## config.mk

```make
export PLATFORM = sky130hd
export DESIGN_NAME = cart_bus_arbiter
export DESIGN_NICKNAME = d
export VERILOG_FILES = /design/src/rtl/cart_bus_pkg.sv /design/src/rtl/cart_bus_arbiter_phase_timer.sv /design/src/rtl/cart_bus_arbiter.sv
export SDC_FILE = /design/constraint.sdc
export NUM_CORES = 1
export LEC_CHECK = 0
export CELL_PAD_IN_SITES_DETAIL_PLACEMENT = 1
export CELL_PAD_IN_SITES_GLOBAL_PLACEMENT = 2
export CORE_ASPECT_RATIO = 2
export CORE_MARGIN = 2
export CORE_UTILIZATION = 29
export DETAILED_ROUTE_END_ITERATION = 16
export PLACE_DENSITY = 0.89
export SYNTH_ARGS = -nofsm -noshare
export SYNTH_HDL_FRONTEND = slang
export SYNTH_HIERARCHICAL = 1
export SYNTH_SLANG_ARGS = --single-unit
export TNS_END_PERCENT = 10
```

## constraint.sdc

```tcl
create_clock -name clk -period 3.6 [get_ports clk]
set_clock_uncertainty 0.2 [all_clocks]
set_input_delay 0.9 -clock clk [delete_from_list [all_inputs] [get_ports clk]]
set_output_delay 0.9 -clock clk [all_outputs]
set_load 0.01 [all_outputs]
```

## src/rtl/cart_bus_pkg.sv

```systemverilog
// rtl/cart_bus_pkg.sv - shared types and constants for the cartridge bus arbiter
package cart_bus_pkg;

  typedef enum logic [2:0] {
    ST_CORE,
    ST_HALT,
    ST_SETUP,
    ST_STROBE,
    ST_HOLD,
    ST_ACK,
    ST_DBG_IDLE
  } state_e;

  localparam logic [15:0] CART_RAM_BASE = 16'hA000;

  localparam int DEF_HALT_SETTLE    = 2;
  localparam int DEF_SETUP_CYCLES   = 2;
  localparam int DEF_STROBE_CYCLES  = 4;
  localparam int DEF_HOLD_CYCLES    = 1;
  localparam int DEF_HOLDOFF_CYCLES = 8;

  function automatic int max5(input int a, input int b, input int c, input int d, input int e);
    int m;
    m = a;
    if (b > m) m = b;
    if (c > m) m = c;
    if (d > m) m = d;
    if (e > m) m = e;
    return m;
  endfunction

endpackage

```

## src/rtl/cart_bus_arbiter_phase_timer.sv

```systemverilog
// rtl/cart_bus_arbiter_phase_timer.sv - loadable down-counter flagging the last cycle of a phase
module phase_timer #(
  parameter int W = 4
) (
  input  logic         clk,
  input  logic         rst_n,
  input  logic         load,
  input  logic [W-1:0] load_val,
  output logic         done
);

  logic [W-1:0] cnt_q, cnt_d;

  always_comb begin
    cnt_d = cnt_q;
    if (load) begin
      cnt_d = load_val;
    end else if (cnt_q != '0) begin
      cnt_d = cnt_q - W'(1);
    end
  end

  always_ff @(posedge clk or negedge rst_n) begin
    if (!rst_n) begin
      cnt_q <= '0;
    end else begin
      cnt_q <= cnt_d;
    end
  end

  // A phase loaded with N spends N cycles; done marks the Nth.
  assign done = (cnt_q == W'(1));

endmodule

```

## src/rtl/cart_bus_arbiter.sv

```systemverilog
// rtl/cart_bus_arbiter.sv - shares the cartridge bus between the core and a debug requester
module cart_bus_arbiter
  import cart_bus_pkg::*;
#(
  parameter int HALT_SETTLE    = DEF_HALT_SETTLE,
  parameter int SETUP_CYCLES   = DEF_SETUP_CYCLES,
  parameter int STROBE_CYCLES  = DEF_STROBE_CYCLES,
  parameter int HOLD_CYCLES    = DEF_HOLD_CYCLES,
  parameter int HOLDOFF_CYCLES = DEF_HOLDOFF_CYCLES
) (
  input  logic        clk,
  input  logic        rst_n,
  input  logic [15:0] core_a,
  input  logic [7:0]  core_dout,
  input  logic        core_rd,
  input  logic        core_wr,
  output logic [7:0]  core_din,
  output logic        core_halt,
  input  logic        dbg_req,
  input  logic        dbg_we,
  input  logic [15:0] dbg_addr,
  input  logic [7:0]  dbg_wdata,
  output logic        dbg_ack,
  output logic [7:0]  dbg_rdata,
  output logic [15:0] cart_a,
  output logic [7:0]  cart_dout,
  output logic        cart_oe,
  input  logic [7:0]  cart_din,
  output logic        cart_rd,
  output logic        cart_wr,
  output logic        cart_cs
);

  localparam int MAXP = max5(HALT_SETTLE, SETUP_CYCLES, STROBE_CYCLES, HOLD_CYCLES, HOLDOFF_CYCLES);
  localparam int CW   = $clog2(MAXP + 1);

  localparam logic [CW-1:0] L_SETTLE  = CW'(HALT_SETTLE);
  localparam logic [CW-1:0] L_SETUP   = CW'(SETUP_CYCLES);
  localparam logic [CW-1:0] L_STROBE  = CW'(STROBE_CYCLES);
  localparam logic [CW-1:0] L_HOLD    = CW'(HOLD_CYCLES);
  localparam logic [CW-1:0] L_HOLDOFF = CW'(HOLDOFF_CYCLES);

  state_e        state_q, state_d;
  logic          we_q, we_d;
  logic [15:0]   addr_q, addr_d;
  logic [7:0]    wdata_q, wdata_d;
  logic          pend_q, pend_d;
  logic [7:0]    rdata_q, rdata_d;
  logic          ack_q, ack_d;
  logic          halt_q, halt_d;
  logic [15:0]   cart_a_q, cart_a_d;
  logic [7:0]    cart_dout_q, cart_dout_d;
  logic          cart_oe_q, cart_oe_d;
  logic          cart_rd_q, cart_rd_d;
  logic          cart_wr_q, cart_wr_d;
  logic          cart_cs_q, cart_cs_d;

  logic          tmr_load;
  logic [CW-1:0] tmr_val;
  logic          tmr_done;

  phase_timer #(.W(CW)) u_timer (
    .clk      (clk),
    .rst_n    (rst_n),
    .load     (tmr_load),
    .load_val (tmr_val),
    .done     (tmr_done)
  );

  always_comb begin
    state_d  = state_q;
    we_d     = we_q;
    addr_d   = addr_q;
    wdata_d  = wdata_q;
    pend_d   = pend_q;
    rdata_d  = rdata_q;
    tmr_load = 1'b0;
    tmr_val  = L_SETTLE;

    case (state_q)
      ST_CORE: begin
        if (dbg_req) begin
          state_d  = ST_HALT;
          tmr_load = 1'b1;
          tmr_val  = L_SETTLE;
        end
      end
      ST_HALT: begin
        if (core_rd || core_wr) begin
          tmr_load = 1'b1;
          tmr_val  = L_SETTLE;
        end else if (tmr_done) begin
          state_d  = ST_SETUP;
          we_d     = dbg_we;
          addr_d   = dbg_addr;
          wdata_d  = dbg_wdata;
          tmr_load = 1'b1;
          tmr_val  = L_SETUP;
        end
      end
      ST_SETUP: begin
        if (tmr_done) begin
          state_d  = ST_STROBE;
          tmr_load = 1'b1;
          tmr_val  = L_STROBE;
        end
      end
      ST_STROBE: begin
        if (tmr_done) begin
          if (!we_q) rdata_d = cart_din;
          state_d  = ST_HOLD;
          tmr_load = 1'b1;
          tmr_val  = L_HOLD;
        end
      end
      ST_HOLD: begin
        if (tmr_done) state_d = ST_ACK;
      end
      ST_ACK: begin
        state_d  = ST_DBG_IDLE;
        pend_d   = 1'b0;
        tmr_load = 1'b1;
        tmr_val  = L_HOLDOFF;
      end
      ST_DBG_IDLE: begin
        // A request seen here is latched for one cycle before SETUP starts.
        if (pend_q) begin
          state_d  = ST_SETUP;
          pend_d   = 1'b0;
          tmr_load = 1'b1;
          tmr_val  = L_SETUP;
        end else if (dbg_req) begin
          pend_d  = 1'b1;
          we_d    = dbg_we;
          addr_d  = dbg_addr;
          wdata_d = dbg_wdata;
        end else if (tmr_done) begin
          state_d = ST_CORE;
        end
      end
      default: state_d = ST_CORE;
    endcase

    // Outputs are decoded from the next state so they line up with it.
    if (state_d == ST_CORE || state_d == ST_HALT) begin
      cart_a_d    = core_a;
      cart_dout_d = core_dout;
      cart_rd_d   = core_rd;
      cart_wr_d   = core_wr;
      cart_oe_d   = core_wr;
      cart_cs_d   = (core_a >= CART_RAM_BASE) && (core_rd || core_wr);
    end else begin
      cart_a_d    = addr_d;
      cart_dout_d = wdata_d;
      cart_rd_d   = (state_d == ST_STROBE) && !we_d;
      cart_wr_d   = (state_d == ST_STROBE) && we_d;
      cart_oe_d   = we_d && (state_d == ST_SETUP || state_d == ST_STROBE || state_d == ST_HOLD);
      cart_cs_d   = (state_d == ST_STROBE) && (addr_d >= CART_RAM_BASE);
    end
    ack_d  = (state_d == ST_ACK);
    halt_d = (state_d != ST_CORE);
  end

  always_ff @(posedge clk or negedge rst_n) begin
    if (!rst_n) begin
      state_q     <= ST_CORE;
      we_q        <= 1'b0;
      addr_q      <= '0;
      wdata_q     <= '0;
      pend_q      <= 1'b0;
      rdata_q     <= '0;
      ack_q       <= 1'b0;
      halt_q      <= 1'b0;
      cart_a_q    <= '0;
      cart_dout_q <= '0;
      cart_oe_q   <= 1'b0;
      cart_rd_q   <= 1'b0;
      cart_wr_q   <= 1'b0;
      cart_cs_q   <= 1'b0;
    end else begin
      state_q     <= state_d;
      we_q        <= we_d;
      addr_q      <= addr_d;
      wdata_q     <= wdata_d;
      pend_q      <= pend_d;
      rdata_q     <= rdata_d;
      ack_q       <= ack_d;
      halt_q      <= halt_d;
      cart_a_q    <= cart_a_d;
      cart_dout_q <= cart_dout_d;
      cart_oe_q   <= cart_oe_d;
      cart_rd_q   <= cart_rd_d;
      cart_wr_q   <= cart_wr_d;
      cart_cs_q   <= cart_cs_d;
    end
  end

  assign core_din  = cart_din;
  assign core_halt = halt_q;
  assign dbg_ack   = ack_q;
  assign dbg_rdata = rdata_q;
  assign cart_a    = cart_a_q;
  assign cart_dout = cart_dout_q;
  assign cart_oe   = cart_oe_q;
  assign cart_rd   = cart_rd_q;
  assign cart_wr   = cart_wr_q;
  assign cart_cs   = cart_cs_q;

endmodule

```

; ---- Word level (Yosys, flattened, before mapping)
; Cells that the tools add are included.
[totals]
register_bits = 71
out_inout_bits = 46
[op_classes]
addsub = 1
n_lt_le_gt_ge = 2
n_eq_ne = 12
muxes = 43
bitwise = 1
n_reduce_logical = 18
[op_table]
columns = operator, count
row1 = $mux 16, 5
row2 = $mux 8, 5
row3 = $ge 16x16->1 const B, 2
row4 = $pmux 16 s2, 1
row5 = $mux 3, 10
row6 = $pmux 3 s7, 1
row7 = $pmux 8 s2, 1
row8 = $eq 3x3->1 const B, 5
row9 = $mux 1, 13
row10 = $eq 3x2->1 const B, 4
row11 = $pmux 4 s3, 1
row12 = $mux 4, 2
row13 = $eq 3x1->1 const B, 2
row14 = $logic_not 3->1, 2
row15 = $logic_and 1x1->1, 5
row16 = $pmux 1 s5, 1
row17 = $eq 4x1->1 const B, 1
row18 = $logic_or 1x1->1, 4
row19 = $pmux 1 s2, 2
row20 = $reduce_bool 2->1, 2
row21 = $reduce_bool 4->1, 1
row22 = $sub 4x1->4 const B, 1
row23 = $reduce_and 3->1, 1
row24 = $reduce_bool 3->1, 1
row25 = 4 further kinds, 4

; ---- Logic depth before layout (Yosys ltp)
[depth]
depth_word = 10
depth_mapped = 10
mapped_depth_nobuf = 9

; ---- Modules after synthesis
; The synthesis kept the hierarchy.
[by_module_without_submodules]
columns = mod, n_inst, cells_each, area_each_um2, seq_area_each_um2
row1 = cart_bus_arbiter, 1, 247, 3019.1, 1676.6
row2 = phase_timer, 1, 24, 265.3, 100.1

; ---- Worst setup path after synthesis
; OpenSTA, ideal clock, no wires.
[synth_timing]
kind = register -> register
from = reg u_timer.cnt_q[1]
to = reg cart_a_q[0], in the netlist cart_a[0]
setup_time_ns = 0.125
arrival_time_ns = 2.316
slack_ns = 0.959
stages_incl_launch_ff = 11
n_path_buf = 2
synth_period_minus_slack_ns = 2.641
path_cell_list = dfrtp_1 inv_1 ha_1 nor3b_1 and2b_4 nand3_2 buf_6 nand2_2 buf_6 mux2_2 mux2_2
[synth_between]
word_cells_on_any_way = 17
[synth_rtl]
columns = item, line_no
row1 = "start, declared", cart_bus_arbiter_phase_timer.sv:12  ; logic [W-1:0] cnt_q, cnt_d;
row2 = "start signal, assigned", cart_bus_arbiter_phase_timer.sv:27  ; cnt_q <= cnt_d;
row3 = $eq 4x1->1, cart_bus_arbiter_phase_timer.sv:32  ; assign done = (cnt_q == W'(1));
row4 = named net tmr_done, cart_bus_arbiter.sv:60  ; logic tmr_done;
row5 = $mux 16, cart_bus_arbiter.sv:92  ; end else if (tmr_done) begin
row6 = $mux 16, cart_bus_arbiter.sv:89  ; if (core_rd || core_wr) begin
row7 = $pmux 16 s2, cart_bus_arbiter.sv:80  ; case (state_q)
row8 = named net addr_d[0], cart_bus_arbiter.sv:45  ; logic [15:0] addr_q, addr_d;
row9 = $mux 16, cart_bus_arbiter.sv:145  ; if (state_d == ST_CORE || state_d == ST_HALT) begin
row10 = named net cart_a_d[0], cart_bus_arbiter.sv:51  ; logic [15:0] cart_a_q, cart_a_d;
row11 = "end signal, assigned", cart_bus_arbiter.sv:189  ; cart_a_q <= cart_a_d;
row12 = "end, declared", cart_bus_arbiter.sv:51
; The timed path passes the listed nets, and every way through them passes these cells.
; A chain may end at the register's enable or synchronous reset.

; ---- Worst setup path in the final report
[layout_timing]
from = in cart_din[7]
to = out core_din[7]
[layout_rtl]
columns = item, line_no
row1 = "start, declared", cart_bus_arbiter.sv:28  ; input logic [7:0] cart_din,
row2 = "end, declared", cart_bus_arbiter.sv:17  ; output logic [7:0] core_din,
; No word-level cell between the ends.

==> metrics <==
buffer type at the clock tree root sky130_fd_sc_hd__clkbuf_16; transition time at the pin with the least slew margin 894.3 ps; total congestion overflow after global routing 0; final weighted congestion of routability-driven global placement 0.8631; remaining antenna violation count after routing 0; cell depth of the worst flop-to-flop path 10; initial antenna violation count 0; Clk pin slew, worst setup/hold paths 60 ps; vias after detailed routing 2,453; Max stage delay cell, worst path sky130_fd_sc_hd__clkdlybuf4s50_1; number of cells traversed by the worst hold path 1; peak ir drop on the vdd network 399.4 µV; share of post-route cells with drive strength above 1 21.69%; synthesized instance count 271; post-synthesis cell area 3284 µm²; Setup crit start kind input port; headroom to the max-slew limit 40.38%; DRC violations left 0; net count after synthesis 336; largest fanout of any net on the critical path 2; Hold Worst Slack 291.2 ps; Worst R2R Setup Slack 870 ps; first drt pass iteration count 3; cell total after placement 504; clock insertion delay at the later pin of the skew report 330 ps; Max-Cap Viols 0; most frequent CP cell sky130_fd_sc_hd__clkdlybuf4s50_1; top cells by area, synth sky130_fd_sc_hd__dfrtp_1, sky130_fd_sc_hd__mux2_2, sky130_fd_sc_hd__nand2_1; post-detailed-routing wire length 7967 µm; boundary pin count 108; CTS Hold Buffers Added 0; crit path DAT 1930 ps; count of buffering cells on the critical path with inverters included 2; CTS Buf Count 9; Critical Path Source cart_din[7]; largest incremental delay on the critical path 540 ps; number of nets in the final layout 438; count of cell instances traversed by the critical path 2; count of H-tree levels built during CTS 3; Area growth syn-to-layout 43.77%; CP delay by family, top buffers and inverters; RSZ-0062 raised after global routing no; type of destination of the critical path primary output; Setup crit end core_din[7]; wire length of the first global-routing pass 13,230 µm; Finished Layout Cells 520; CTS tree built; hpwl dp 5733 µm; starting utilization of the core area 29.46%; Yosys reg bits 71; FF-to-FF Start u_timer/cnt_q[1]; worst r2r dst cart_a[8]; sequential fraction of the synthesis area 54.10%; average via count per standard cell 4.717; largest net degree at the start of global routing 72; count of endpoints failing hold in the final timing report 0; run status completed; ordered list of cells on the worst path clkdlybuf4s50_1 > clkdlybuf4s50_1; Cell Rows 55; core area 11,150 µm²; async set-reset flop share out of synthesis 100.0%; area of the die 12,240 µm²; Routed WL per cell 15.32 µm; die outline width 79.25 µm; number of synthesized flops with an enable pin 0; Max Slew Vio Count 0; count of instances resized after the clock tree is built 0; final setup vio count 0; Clock Sinks 71; Worst EP required 2500 ps; achievable clock frequency 329.5 MHz; Tmin final 3035 ps; Leakage 2.041 nW; number of diodes 0; number of warning messages in the yosys log 6; class of the most critical setup path in2out; number of unique standard cell types used by synthesis 50; core utilization of the finished layout 42.36%; All-Layer GR Usage 13.95%; path type of the worst min-delay path reg2reg; top cell type by total area after synthesis sky130_fd_sc_hd__dfrtp_1; aggregate negative setup slack 0 ps; # port buffers 107; share of Yosys cell area claimed by the top area cell type 54.10%; most used flip-flop cell after synthesis sky130_fd_sc_hd__dfrtp_1; number of setup buffers added after CTS 0; total power per unit cell area 854.6 nW/µm²; Starting DRT DRC Count 57; final worst-path cycle share 84.29%; Die H 154.5 µm; vias in the first global route 2,658; Longest Clk Path Bufs 2; Avg Inst Size Synth 12.12 µm²
==> worst reg2reg max path: stages, from the launching register on <==
cell	delay, ps
sky130_fd_sc_hd__dfrtp_1	380
sky130_fd_sc_hd__inv_1	120
sky130_fd_sc_hd__ha_1	160
sky130_fd_sc_hd__nor3b_1	180
sky130_fd_sc_hd__buf_4	190
sky130_fd_sc_hd__nand2_1	110
sky130_fd_sc_hd__nand4_1	180
sky130_fd_sc_hd__and2_4	190
sky130_fd_sc_hd__inv_2	60
sky130_fd_sc_hd__nor2_8	420
sky130_fd_sc_hd__mux2_2	410
==> cell usage after synthesis, types with 3 or more instances <==
library cell / instances
sky130_fd_sc_hd__buf_4: 12
sky130_fd_sc_hd__o21ai_0: 10
sky130_fd_sc_hd__buf_6: 5
sky130_fd_sc_hd__nand2_1: 29
sky130_fd_sc_hd__nand3_1: 16
sky130_fd_sc_hd__nor2_1: 6
sky130_fd_sc_hd__mux2_2: 44
sky130_fd_sc_hd__a21oi_1: 6
sky130_fd_sc_hd__dfrtp_1: 71
sky130_fd_sc_hd__ha_1: 3
sky130_fd_sc_hd__nor3b_1: 3
sky130_fd_sc_hd__inv_1: 8
sky130_fd_sc_hd__o21ai_1: 9
==> per-layer routing <==
layer  track usage [%]  routed length [µm]
met1             16.16                3147
met3             6.301                 828
met2             22.15                3808
met5                 0                   0
met4             5.829                 182
==> power by group <==
| group | internal (mW) | total, mW | switching [mW] |
|---|---|---|---|
| clock network | 0.608 | 0.952 | 0.344 |
| logic | 0.975 | 1.75 | 0.775 |
| registers | 1.16 | 1.33 | 0.178 |
| total | 2.74 | 4.04 | 1.30 |
==> flip-flops by register name, summed over array words and instances (netlist names), 3 cells and up <==
register       count
u_timer/cnt_q      4
addr_q            16
dbg_rdata          8
cart_a            16
wdata_q            8
cart_dout          8
state_q            3
==> cells by family after synthesis <==
family / synth area share [%]
simple gates: 13.07
compound gates: 8.686
xor+xnor: 0.5334
mux: 16.61
flops: 54.10
buf+inv: 5.867
fa+ha+maj: 1.143
==> how the worst min path moves through the flow <==
stage                end  startpoint
6_report       addr_q[9]   addr_q[9]
3_3_place_gp   addr_q[9]   addr_q[9]
4_1_cts        addr_q[9]   addr_q[9]
3_5_place_dp   addr_q[9]   addr_q[9]
5_1_grt        addr_q[5]   addr_q[5]
2_1_floorplan  addr_q[0]   addr_q[0]
==> cell type report <==
type / instances / area (µm²)
Inverter: 9 / 33.78
Fill cell: 1221 / 6426
Multi-Input combinational cell: 171 / 1315
Tap cell: 142 / 177.7
Sequential cell: 71 / 1777
Clock inverter: 7 / 95.09
Clock buffer: 9 / 225.2
Timing Repair Buffer: 111 / 1099
==> per-stage QoR <==
step	power [mW]	setup slack [ps]	area [µm²]
3_5_place_dp	3.120	391.7	4402
5_1_grt	4.310	537.3	4722
6_report	4.035	565.5	4722
2_1_floorplan	2.453	959.2	3284
3_3_place_gp	3.080	382.7	4402
4_1_cts	4.109	561.3	4722
==> layout by cell type, fill, tap and decap left out, types with 2 or more instances in the layout <==
| cell type | Yosys | layout |
|---|---|---|
| sky130_fd_sc_hd__nor2_1 | 6 | 6 |
| sky130_fd_sc_hd__bufinv_16 | 0 | 2 |
| sky130_fd_sc_hd__o22ai_1 | 2 | 2 |
| sky130_fd_sc_hd__mux2_2 | 44 | 44 |
| sky130_fd_sc_hd__mux2_4 | 2 | 2 |
| sky130_fd_sc_hd__and2b_4 | 2 | 2 |
| sky130_fd_sc_hd__nor3b_1 | 3 | 3 |
| sky130_fd_sc_hd__ha_1 | 3 | 3 |
| sky130_fd_sc_hd__nor3_1 | 2 | 2 |
| sky130_fd_sc_hd__inv_6 | 0 | 2 |
| sky130_fd_sc_hd__nand3_1 | 16 | 16 |
| sky130_fd_sc_hd__o21ai_0 | 10 | 10 |
| sky130_fd_sc_hd__and2_1 | 2 | 2 |
| sky130_fd_sc_hd__nor2b_1 | 2 | 2 |
| sky130_fd_sc_hd__clkdlybuf4s50_1 | 0 | 106 |
| sky130_fd_sc_hd__clkbuf_16 | 0 | 9 |
| sky130_fd_sc_hd__xnor2_1 | 2 | 2 |
| sky130_fd_sc_hd__mux2i_1 | 2 | 2 |
| sky130_fd_sc_hd__nand2_1 | 29 | 29 |
| sky130_fd_sc_hd__and2_4 | 2 | 2 |
| sky130_fd_sc_hd__a21oi_1 | 6 | 6 |
| sky130_fd_sc_hd__o21ai_1 | 9 | 9 |
| sky130_fd_sc_hd__dfrtp_1 | 71 | 71 |
| sky130_fd_sc_hd__clkinv_2 | 0 | 2 |
| sky130_fd_sc_hd__buf_4 | 12 | 5 |
| sky130_fd_sc_hd__a221o_1 | 2 | 2 |
| sky130_fd_sc_hd__inv_1 | 8 | 8 |
| sky130_fd_sc_hd__o31ai_1 | 2 | 2 |
Note: power is estimated with default switching activity, not from simulation.
